## src/rtl/prng_burst.sv

```systemverilog
// Burst-mode random word generator with run-time selectable LCG or Galois LFSR.
// Words are streamed over a valid/ready interface; prng_r_dat is always the state register.
module prng_burst #(
    parameter int unsigned PRNG_DAT_W = 25,
    parameter int unsigned LCG_A      = 1664525,
    parameter int unsigned LCG_C      = 12345,
    parameter logic [PRNG_DAT_W-1:0] LFSR_TAPS = PRNG_DAT_W'('h1200000),
    parameter int unsigned BURST_W    = 8
) (
    input  logic                  clk,
    input  logic                  rst,
    input  logic                  prng_t_sel,
    input  logic [1:0]            prng_typ_sel,
    input  logic [PRNG_DAT_W-1:0] prng_t_dat,
    input  logic [BURST_W-1:0]    prng_burst_len,
    output logic [PRNG_DAT_W-1:0] prng_r_dat,
    output logic                  prng_r_vld,
    input  logic                  prng_r_rdy,
    output logic                  prng_busy,
    output logic                  prng_err
);

    // state | meaning
    // IDLE  | no burst pending; seed, mode and start commands are accepted
    // RUN   | burst in flight; prng_r_dat is an unconsumed word, cnt = words left
    typedef enum logic {
        ST_IDLE = 1'b0,
        ST_RUN  = 1'b1
    } fsm_t;

    localparam logic [1:0] CMD_HALT  = 2'd0;
    localparam logic [1:0] CMD_START = 2'd1;
    localparam logic [1:0] CMD_SEED  = 2'd2;
    localparam logic [1:0] CMD_MODE  = 2'd3;

    localparam logic [PRNG_DAT_W-1:0] LCG_A_W = PRNG_DAT_W'(LCG_A);
    localparam logic [PRNG_DAT_W-1:0] LCG_C_W = PRNG_DAT_W'(LCG_C);
    localparam logic [PRNG_DAT_W-1:0] DAT_ZERO = '0;
    localparam logic [PRNG_DAT_W-1:0] DAT_ONE  = PRNG_DAT_W'(1);
    localparam logic [BURST_W-1:0]    CNT_ZERO = '0;
    localparam logic [BURST_W-1:0]    CNT_TC   = BURST_W'(1);

    localparam logic MODE_LCG  = 1'b0;
    localparam logic MODE_LFSR = 1'b1;

    fsm_t                  fsm_q,   fsm_d;
    logic [PRNG_DAT_W-1:0] state_q, state_d;
    logic                  mode_q,  mode_d;
    logic [BURST_W-1:0]    cnt_q,   cnt_d;
    logic                  err_q,   err_d;

    logic [PRNG_DAT_W-1:0] state_nxt;
    logic                  cmd_halt;
    logic                  cmd_start;
    logic                  cmd_seed;
    logic                  cmd_mode;
    logic                  handshake;
    logic                  cnt_last;

    function automatic logic [PRNG_DAT_W-1:0] lcg_next(input logic [PRNG_DAT_W-1:0] s);
        return s * LCG_A_W + LCG_C_W;
    endfunction

    function automatic logic [PRNG_DAT_W-1:0] lfsr_next(input logic [PRNG_DAT_W-1:0] s);
        return s[0] ? ((s >> 1) ^ LFSR_TAPS) : (s >> 1);
    endfunction

    assign state_nxt = (mode_q == MODE_LFSR) ? lfsr_next(state_q) : lcg_next(state_q);

    assign cmd_halt  = prng_t_sel && (prng_typ_sel == CMD_HALT);
    assign cmd_start = prng_t_sel && (prng_typ_sel == CMD_START);
    assign cmd_seed  = prng_t_sel && (prng_typ_sel == CMD_SEED);
    assign cmd_mode  = prng_t_sel && (prng_typ_sel == CMD_MODE);

    assign handshake = (fsm_q == ST_RUN) && prng_r_rdy;
    assign cnt_last  = (cnt_q == CNT_TC);

    always_comb begin
        fsm_d   = fsm_q;
        state_d = state_q;
        mode_d  = mode_q;
        cnt_d   = cnt_q;
        err_d   = err_q;

        unique case (fsm_q)
            ST_IDLE: begin
                if (cmd_start && (prng_burst_len != CNT_ZERO)) begin
                    state_d = state_nxt;
                    cnt_d   = prng_burst_len;
                    fsm_d   = ST_RUN;
                end else if (cmd_seed) begin
                    // An all-zero seed would lock the LFSR, so it is refused.
                    if ((mode_q == MODE_LFSR) && (prng_t_dat == DAT_ZERO)) begin
                        err_d = 1'b1;
                    end else begin
                        state_d = prng_t_dat;
                        err_d   = 1'b0;
                    end
                end else if (cmd_mode) begin
                    mode_d = prng_t_dat[0];
                    if ((prng_t_dat[0] == MODE_LFSR) && (state_q == DAT_ZERO)) begin
                        state_d = DAT_ONE;
                        err_d   = 1'b1;
                    end
                end
            end

            ST_RUN: begin
                if (cmd_halt) begin
                    // Abort wins over a same-edge handshake; state is left as the last word.
                    fsm_d = ST_IDLE;
                    cnt_d = CNT_ZERO;
                end else begin
                    if (cmd_start || cmd_seed || cmd_mode) begin
                        err_d = 1'b1;
                    end
                    if (handshake) begin
                        if (cnt_last) begin
                            fsm_d = ST_IDLE;
                            cnt_d = CNT_ZERO;
                        end else begin
                            state_d = state_nxt;
                            cnt_d   = cnt_q - CNT_TC;
                        end
                    end
                end
            end

            default: begin
                fsm_d = ST_IDLE;
                cnt_d = CNT_ZERO;
            end
        endcase
    end

    always_ff @(posedge clk or posedge rst) begin
        if (rst) begin
            fsm_q   <= ST_IDLE;
            state_q <= DAT_ZERO;
            mode_q  <= MODE_LCG;
            cnt_q   <= CNT_ZERO;
            err_q   <= 1'b0;
        end else begin
            fsm_q   <= fsm_d;
            state_q <= state_d;
            mode_q  <= mode_d;
            cnt_q   <= cnt_d;
            err_q   <= err_d;
        end
    end

    assign prng_r_dat = state_q;
    assign prng_r_vld = (fsm_q == ST_RUN);
    assign prng_busy  = (fsm_q == ST_RUN);
    assign prng_err   = err_q;

endmodule

```

## config.mk

```make
export PLATFORM = sky130hd
export DESIGN_NAME = prng_burst
export DESIGN_NICKNAME = d
export VERILOG_FILES = /design/src/rtl/prng_burst.sv
export SDC_FILE = /design/constraint.sdc
export NUM_CORES = 1
export LEC_CHECK = 0
export CAP_MARGIN = 20
export CORE_MARGIN = 10
export CORE_UTILIZATION = 29
export DETAILED_ROUTE_END_ITERATION = 7
export SYNTH_ARGS = -nofsm -noshare
export SYNTH_HDL_FRONTEND = slang
export SYNTH_SLANG_ARGS = --single-unit
```

## constraint.sdc

```tcl
create_clock -name clk -period 16.4 [get_ports clk]
set_input_delay 3.28 -clock clk [delete_from_list [all_inputs] [get_ports clk]]
set_output_delay 3.28 -clock clk [all_outputs]
set_load 0.05 [all_outputs]
```

# ---- Yosys cells after proc, flatten, opt, wreduce, memory -nomap -nowiden
# Cells that the tools add are included.
dict set report classes {
  n_bitwise 4
  reduce_logical 18
  mul 1
  n_eq_ne 16
  addsub 2
  mux 29
}
# op n
set op_table {}
lappend op_table {{$mux W25} 10}
lappend op_table {{$logic_not A25 Y1} 2}
lappend op_table {{$pmux W25 S2} 1}
lappend op_table {{$mux W8} 4}
lappend op_table {{$add A25 B14 Y25 const B} 1}
lappend op_table {{$mul A25 B21 Y25 const B} 1}
lappend op_table {{$pmux W8 S2} 1}
lappend op_table {{$ne A4 B4 Y1 const B} 3}
lappend op_table {{$mux W1} 11}
lappend op_table {{$eq A8 B1 Y1 const B} 1}
lappend op_table {{$logic_and A1 B1 Y1} 8}
lappend op_table {{$ne A2 B2 Y1 const B} 4}
lappend op_table {{$reduce_bool A8 Y1} 1}
lappend op_table {{$sub A8 B1 Y8 const B} 1}
lappend op_table {{$ne A3 B3 Y1 const B} 2}
lappend op_table {{$reduce_and A6 Y1} 1}
lappend op_table {{$reduce_and A5 Y1} 1}
lappend op_table {{$eq A2 B2 Y1 const B} 2}
lappend op_table {{$ne A2 B1 Y1 const B} 2}
lappend op_table {{$pmux W1 S2} 2}
lappend op_table {{$reduce_and A4 Y1} 1}
lappend op_table {{$ne A3 B1 Y1 const B} 1}
lappend op_table {{$not A1 Y1} 3}
lappend op_table {{$eq A2 B1 Y1 const B} 1}
lappend op_table {{other kinds (4)} 5}
dict set report totals {
  inputBits 39
  ff_bits 36
  elab_cells 75
}

# ---- Logic depth before layout (Yosys ltp)
dict set report depth {
  depth_word 7
  ltp_mapped 23
  ltp_nobuf 22
}

# ---- Worst setup path before layout
# OpenSTA, ideal clock, no wires.
dict set report synth_timing {
  kind {register -> register}
  from {reg state_q[1] (netlist: prng_r_dat[1])}
  to {reg state_q[22] (netlist: prng_r_dat[22])}
  path_buffers 0
  path_slack_ps 10651
  period_less_slack_ps 5749
  stages_incl_launch_ff 18
  t_arrival_ps 5627
  setup_time_ps 122
  required_ps 16278
  path_cell_list {dfrtp_1 inv_1 ha_1 xnor2_1 ha_1 or2_2 fa_1 fa_1 fa_1 fa_1 inv_1 fa_1 inv_1 ha_1 or3_1 a2111oi_2 a31oi_1 a32o_1}
}
dict set report synth_via {
  elab_chain_len 7
  elab_cells_between_ends 12
  classes_between {add/sub: 1; mul: 1; eq/ne: 1; mux: 6; reduce/logical: 3}
}
# item line
set synth_lines {}
lappend synth_lines {{start, declared} 47} ;# logic [PRNG_DAT_W-1:0] state_q, state_d;
lappend synth_lines {{start signal, assigned} 145} ;# state_q <= state_d;
lappend synth_lines {{$mul A25 B21 Y25} 61} ;# return s * LCG_A_W + LCG_C_W;
lappend synth_lines {{$add A25 B14 Y25} 61}
lappend synth_lines {{$mux W25} 68} ;# assign state_nxt = (mode_q == MODE_LFSR) ? lfsr_next(state_q) : lcg_next(state_q);
lappend synth_lines {{$mux W25} 118} ;# if (cnt_last) begin
lappend synth_lines {{$mux W25} 117} ;# if (handshake) begin
lappend synth_lines {{$mux W25} 109} ;# if (cmd_halt) begin
lappend synth_lines {{$pmux W25 S2} 85} ;# unique case (fsm_q)
# Several ways; a longest one is shown, not always the timed one. The select of a mux whose other input is x is not followed.
# A chain may end at the register's enable or synchronous reset.

# ---- Worst setup path in the final report
dict set report layout_timing {
  from {in prng_t_sel}
  to {reg state_q[7] (netlist: prng_r_dat[7])}
}
dict set report layout_via {
  elab_chain_len 4
  elab_cells_between_ends 13
  classes_between {eq/ne: 4; mux: 3; reduce/logical: 6}
}
# item line
set layout_lines {}
lappend layout_lines {{start, declared} 12} ;# input logic prng_t_sel,
lappend layout_lines {{$logic_and A1 B1 Y1, on equally long branches} {71, 72}}
lappend layout_lines {{$logic_and A1 B1 Y1 / $mux W25 (equally long branches)} {87, 91}}
lappend layout_lines {{$ne A4 B4 Y1 (no line) / $mux W25 (equally long branches)} -}
lappend layout_lines {{$reduce_and A6 Y1 (no line) / $pmux W25 S2 (equally long branches)} -}
# Several ways; a longest one is shown, not always the timed one.

==> results.txt <==
----------------------------------------------------
[Hold path]
  Hold WC Path Type ... register to register
  Worst Hold Path Cells ... 1

[Floorplanning]
  Ports placed on the boundary ... 67
  Initial Util ... a little under 30%
  Area enclosed by the die boundary ... 30790 um2
  Area of the core ... between 20000 and 25000 um2
  Rows ... 56
  Overall die height ... 175.5 um
  Die X-Extent ... around 180 um

[Synthesis]
  Arithmetic-cell share of the synthesized area counting full adders, half adders and majority gates ... between 40% and 50%
  FFs w/ async S/R, synth ... between 90% and 100%
  Area of the mapped netlist ... approximately 7000 um2
  Mux cell area share after synthesis ... 1.696%
  Sequential-to-total area share from yosys stat ... 12.85%
  Synth warnings ... 0
  Number of enable flip-flop cells after synthesis ... 0
  Compound-gate portion of the synthesized area ... 14.33%
  Nets in the synthesized netlist ... 1023
  Syn avg cell area ... about 9.2 um2
  Simple logic cell fraction of the synthesized area ... under 10%
  Mapped Cells ... around 770
  Combinational family with the most area after synthesis ... adder cells
  Netlist cell types ... between 60 and 70
  Post-synth top flop ... sky130_fd_sc_hd__dfrtp_1
  Seq cells post-synth ... 36
  Xor/xnor cell area share of the yosys netlist ... approximately 5.6%

[Critical path]
  Largest fanout on the critical path ... 37
  Length in cells of the worst reg-to-reg path ... 17
  Most common cell on crit path ... sky130_fd_sc_hd__a21oi_1
  Element type at the critical path end ... register
  CP max stage delay ... 0.61 ns
  Crit path cell chain ... clkdlybuf4s50_1 -> nand2_1 -> nor2_1 -> a31o_2 -> a21oi_1 -> a21oi_2 -> nand2_2 -> a221oi_1 -> a21oi_1
  Startpoint types ... input port
  Critical path class ... input port to register
  Worst Path Arrival ... around 6 ns
  Endpoint required time on the critical path ... about 17 ns
  Master of the slowest instance on the critical path ... sky130_fd_sc_hd__nor2_1

[Timing]
  Finish-stage setup viols ... 0
  Transition time of the tightest slew-check pin ... ~0.78 ns
  Time the worst path needs with I/O delays and setup ... a little under 6 ns
  Hold Vio Cnt, Final ... 0
  Share of the cycle needed by the critical path after routing ... between 30% and 40%
  Setup repair after global routing missed its margin ... false
  Tightest slew margin relative to the limit ... 47.74%
  Layout Skew ... 0.008443 ns
  Slew Limit Fails ... 0
  Fmax ... approximately 170 MHz
  Total Neg Setup Slack ... 0 ns

[Final layout]
  Most common cell after layout, fill and taps aside ... sky130_fd_sc_hd__inv_1
  Antenna diode instance count ... 0
  Final net count ... 1081
  Filler cell count in the final layout ... roughly 2400
  Fraction of layout cells with a size suffix above 1 ... 4.606%
  Leading cell types in the layout, fill and taps excluded ... sky130_fd_sc_hd__inv_1 (174), sky130_fd_sc_hd__ha_1 (143), sky130_fd_sc_hd__fa_1 (75)
  Area overhead of the layout relative to synthesis ... 16.96%

[Global routing]
  Total grt overflow ... 0
  First-pass GRT wire length ... 32510 um
  Antenna violations before repair ... 0
  Via count of the first global-routing pass ... just under 6000
  GRT Total Usage ... between 10% and 20%
  Pin count of the biggest net entering global routing ... 43

[CTS]
  Number of buffers added for setup after CTS ... 0
  TritonCTS Buffers ... 5
  Hold-fix buffers, CTS ... 0
  Level count of the clock H-tree ... 2
  Clock root buffer ... sky130_fd_sc_hd__clkbuf_16
  Number of instances resized during post-cts repair ... 0
  Worst skew pair latency ... around 0.28 ns
  TritonCTS clock tree ... yes
  TritonCTS Sinks ... 36
  Clock slew seen by the registers of the worst setup and hold paths ... about 0.060 ns
  Max Root-Sink Buffers ... 2

[Detailed routing]
  Average wire per standard cell ... roughly 18 um
  Antenna-violating nets left ... 0
  DRC marker count from the first detailed-route iteration ... 367
  Number of vias after detailed routing ... 5580
  WL final ... just over 20000 um
  Count of unresolved DRC violations after routing ... 0
  1st-pass router iterations ... 5
  Drt via density ... 4.878

[Run status]
  Result of the run ... complete, no violations

[Place]
  Final GP Congestion ... about 0.9
  Detailed placer's ending HPWL ... around 17000 um
  Number of buffers inserted by port buffering ... 66

[Flow run]
  Max cap viols ... 0

----------------------------------------------------
worst paths after layout:
kind,startpoint,endpoint,slack (ns)
worst max register to register,prng_r_dat[1],prng_r_dat[22],10.55
min in group asynchronous,rst,mode_q,3.42
max in group asynchronous,rst,prng_r_dat[18],12.62
worst min register to register,prng_err,prng_err,0.51
worst min-delay path,prng_err,prng_err,0.51
worst max-delay path,prng_t_sel,prng_r_dat[7],10.55
Yosys cell counts (4+ instances only):
cell type | n | area (um2)
sky130_fd_sc_hd__buf_2 | 5 | 25.02
sky130_fd_sc_hd__a22oi_1 | 7 | 52.55
sky130_fd_sc_hd__ha_1 | 143 | 1789
sky130_fd_sc_hd__xnor2_1 | 34 | 297.8
sky130_fd_sc_hd__fa_1 | 75 | 1501
sky130_fd_sc_hd__nand4_1 | 4 | 25.02
sky130_fd_sc_hd__a32oi_1 | 5 | 43.79
sky130_fd_sc_hd__mux2i_1 | 7 | 70.07
sky130_fd_sc_hd__a31oi_1 | 9 | 56.30
sky130_fd_sc_hd__xor2_1 | 11 | 96.34
sky130_fd_sc_hd__dfrtp_1 | 36 | 900.9
sky130_fd_sc_hd__a21oi_1 | 45 | 225.2
sky130_fd_sc_hd__nand2b_1 | 4 | 25.02
sky130_fd_sc_hd__inv_1 | 174 | 653.1
sky130_fd_sc_hd__o21bai_1 | 4 | 30.03
sky130_fd_sc_hd__nor2_1 | 18 | 67.56
sky130_fd_sc_hd__and3_1 | 5 | 31.28
sky130_fd_sc_hd__a221oi_1 | 13 | 113.9
sky130_fd_sc_hd__o21ai_2 | 4 | 35.03
sky130_fd_sc_hd__clkbuf_1 | 11 | 41.29
sky130_fd_sc_hd__nand3_1 | 10 | 50.05
sky130_fd_sc_hd__nor4_1 | 9 | 56.30
sky130_fd_sc_hd__nand2_1 | 29 | 108.9
sky130_fd_sc_hd__o21ai_0 | 39 | 195.2
sky130_fd_sc_hd__nor3_1 | 7 | 35.03
registers in the layout (all words and copies together) (netlist names):
register / flops
prng_r_dat: 25
cnt_q: 8
mode_q: 1
prng_err: 1
prng_busy: 1
layout make-up:
type	instances	area [um2]	area share, %
multi-input cells	537	5369	65.48
flip-flops and latches	36	900.9	10.99
repair buffers	70	694.4	8.469
inverters	174	653.1	7.966
well taps	319	399.1	4.868
clock buffers	7	152.6	1.862
clock inverters	1	30.03	0.3662
routing by layer:
| metal | part of all wire (%) | routed length, um | GRT usage (%) |
|---|---|---|---|
| met4 | 1.0 | 209 | 1.978 |
| met3 | 5.2 | 1056 | 2.145 |
| met5 | 0 | 0 | 0 |
| met1 | 44 | 9004 | 16.99 |
| met2 | 50 | 10130 | 23.30 |
metrics by stage:
stage	hold WS [ns]	std cells	cell area (um2)	setup WS [ns]	util (%)
2_1_floorplan	0.4628	766	7010	10.65	-
3_3_place_gp	0.4915	1135	8005	10.29	33.90
3_5_place_dp	0.5012	1135	8005	10.29	33.90
4_1_cts	0.5106	1143	8188	10.56	34.68
5_1_grt	0.5392	1144	8199	10.14	34.72
6_report	0.5050	1144	8199	10.55	34.72
cell families (layout without fill, tap and decap cells):
kind of cell | after synthesis | count (layout)
adder cells (fa/ha/maj) | 218 | 218
AND/OR/NAND/NOR | 107 | 107
multiplexers | 11 | 11
buffers and inverters | 193 | 252
flip-flops | 36 | 36
XOR/XNOR | 45 | 45
AO/OA/AOI/OAI | 156 | 156
worst max-delay path: cells and delay by family:
family	cells	cell delay, ns
buffers and inverters	1	0.56
AND/OR/NAND/NOR	3	1.12
AO/OA/AOI/OAI	5	1.03
Power is not shown: default switching activity piles up to over one toggle a cycle in this logic, so the estimate is an artifact.
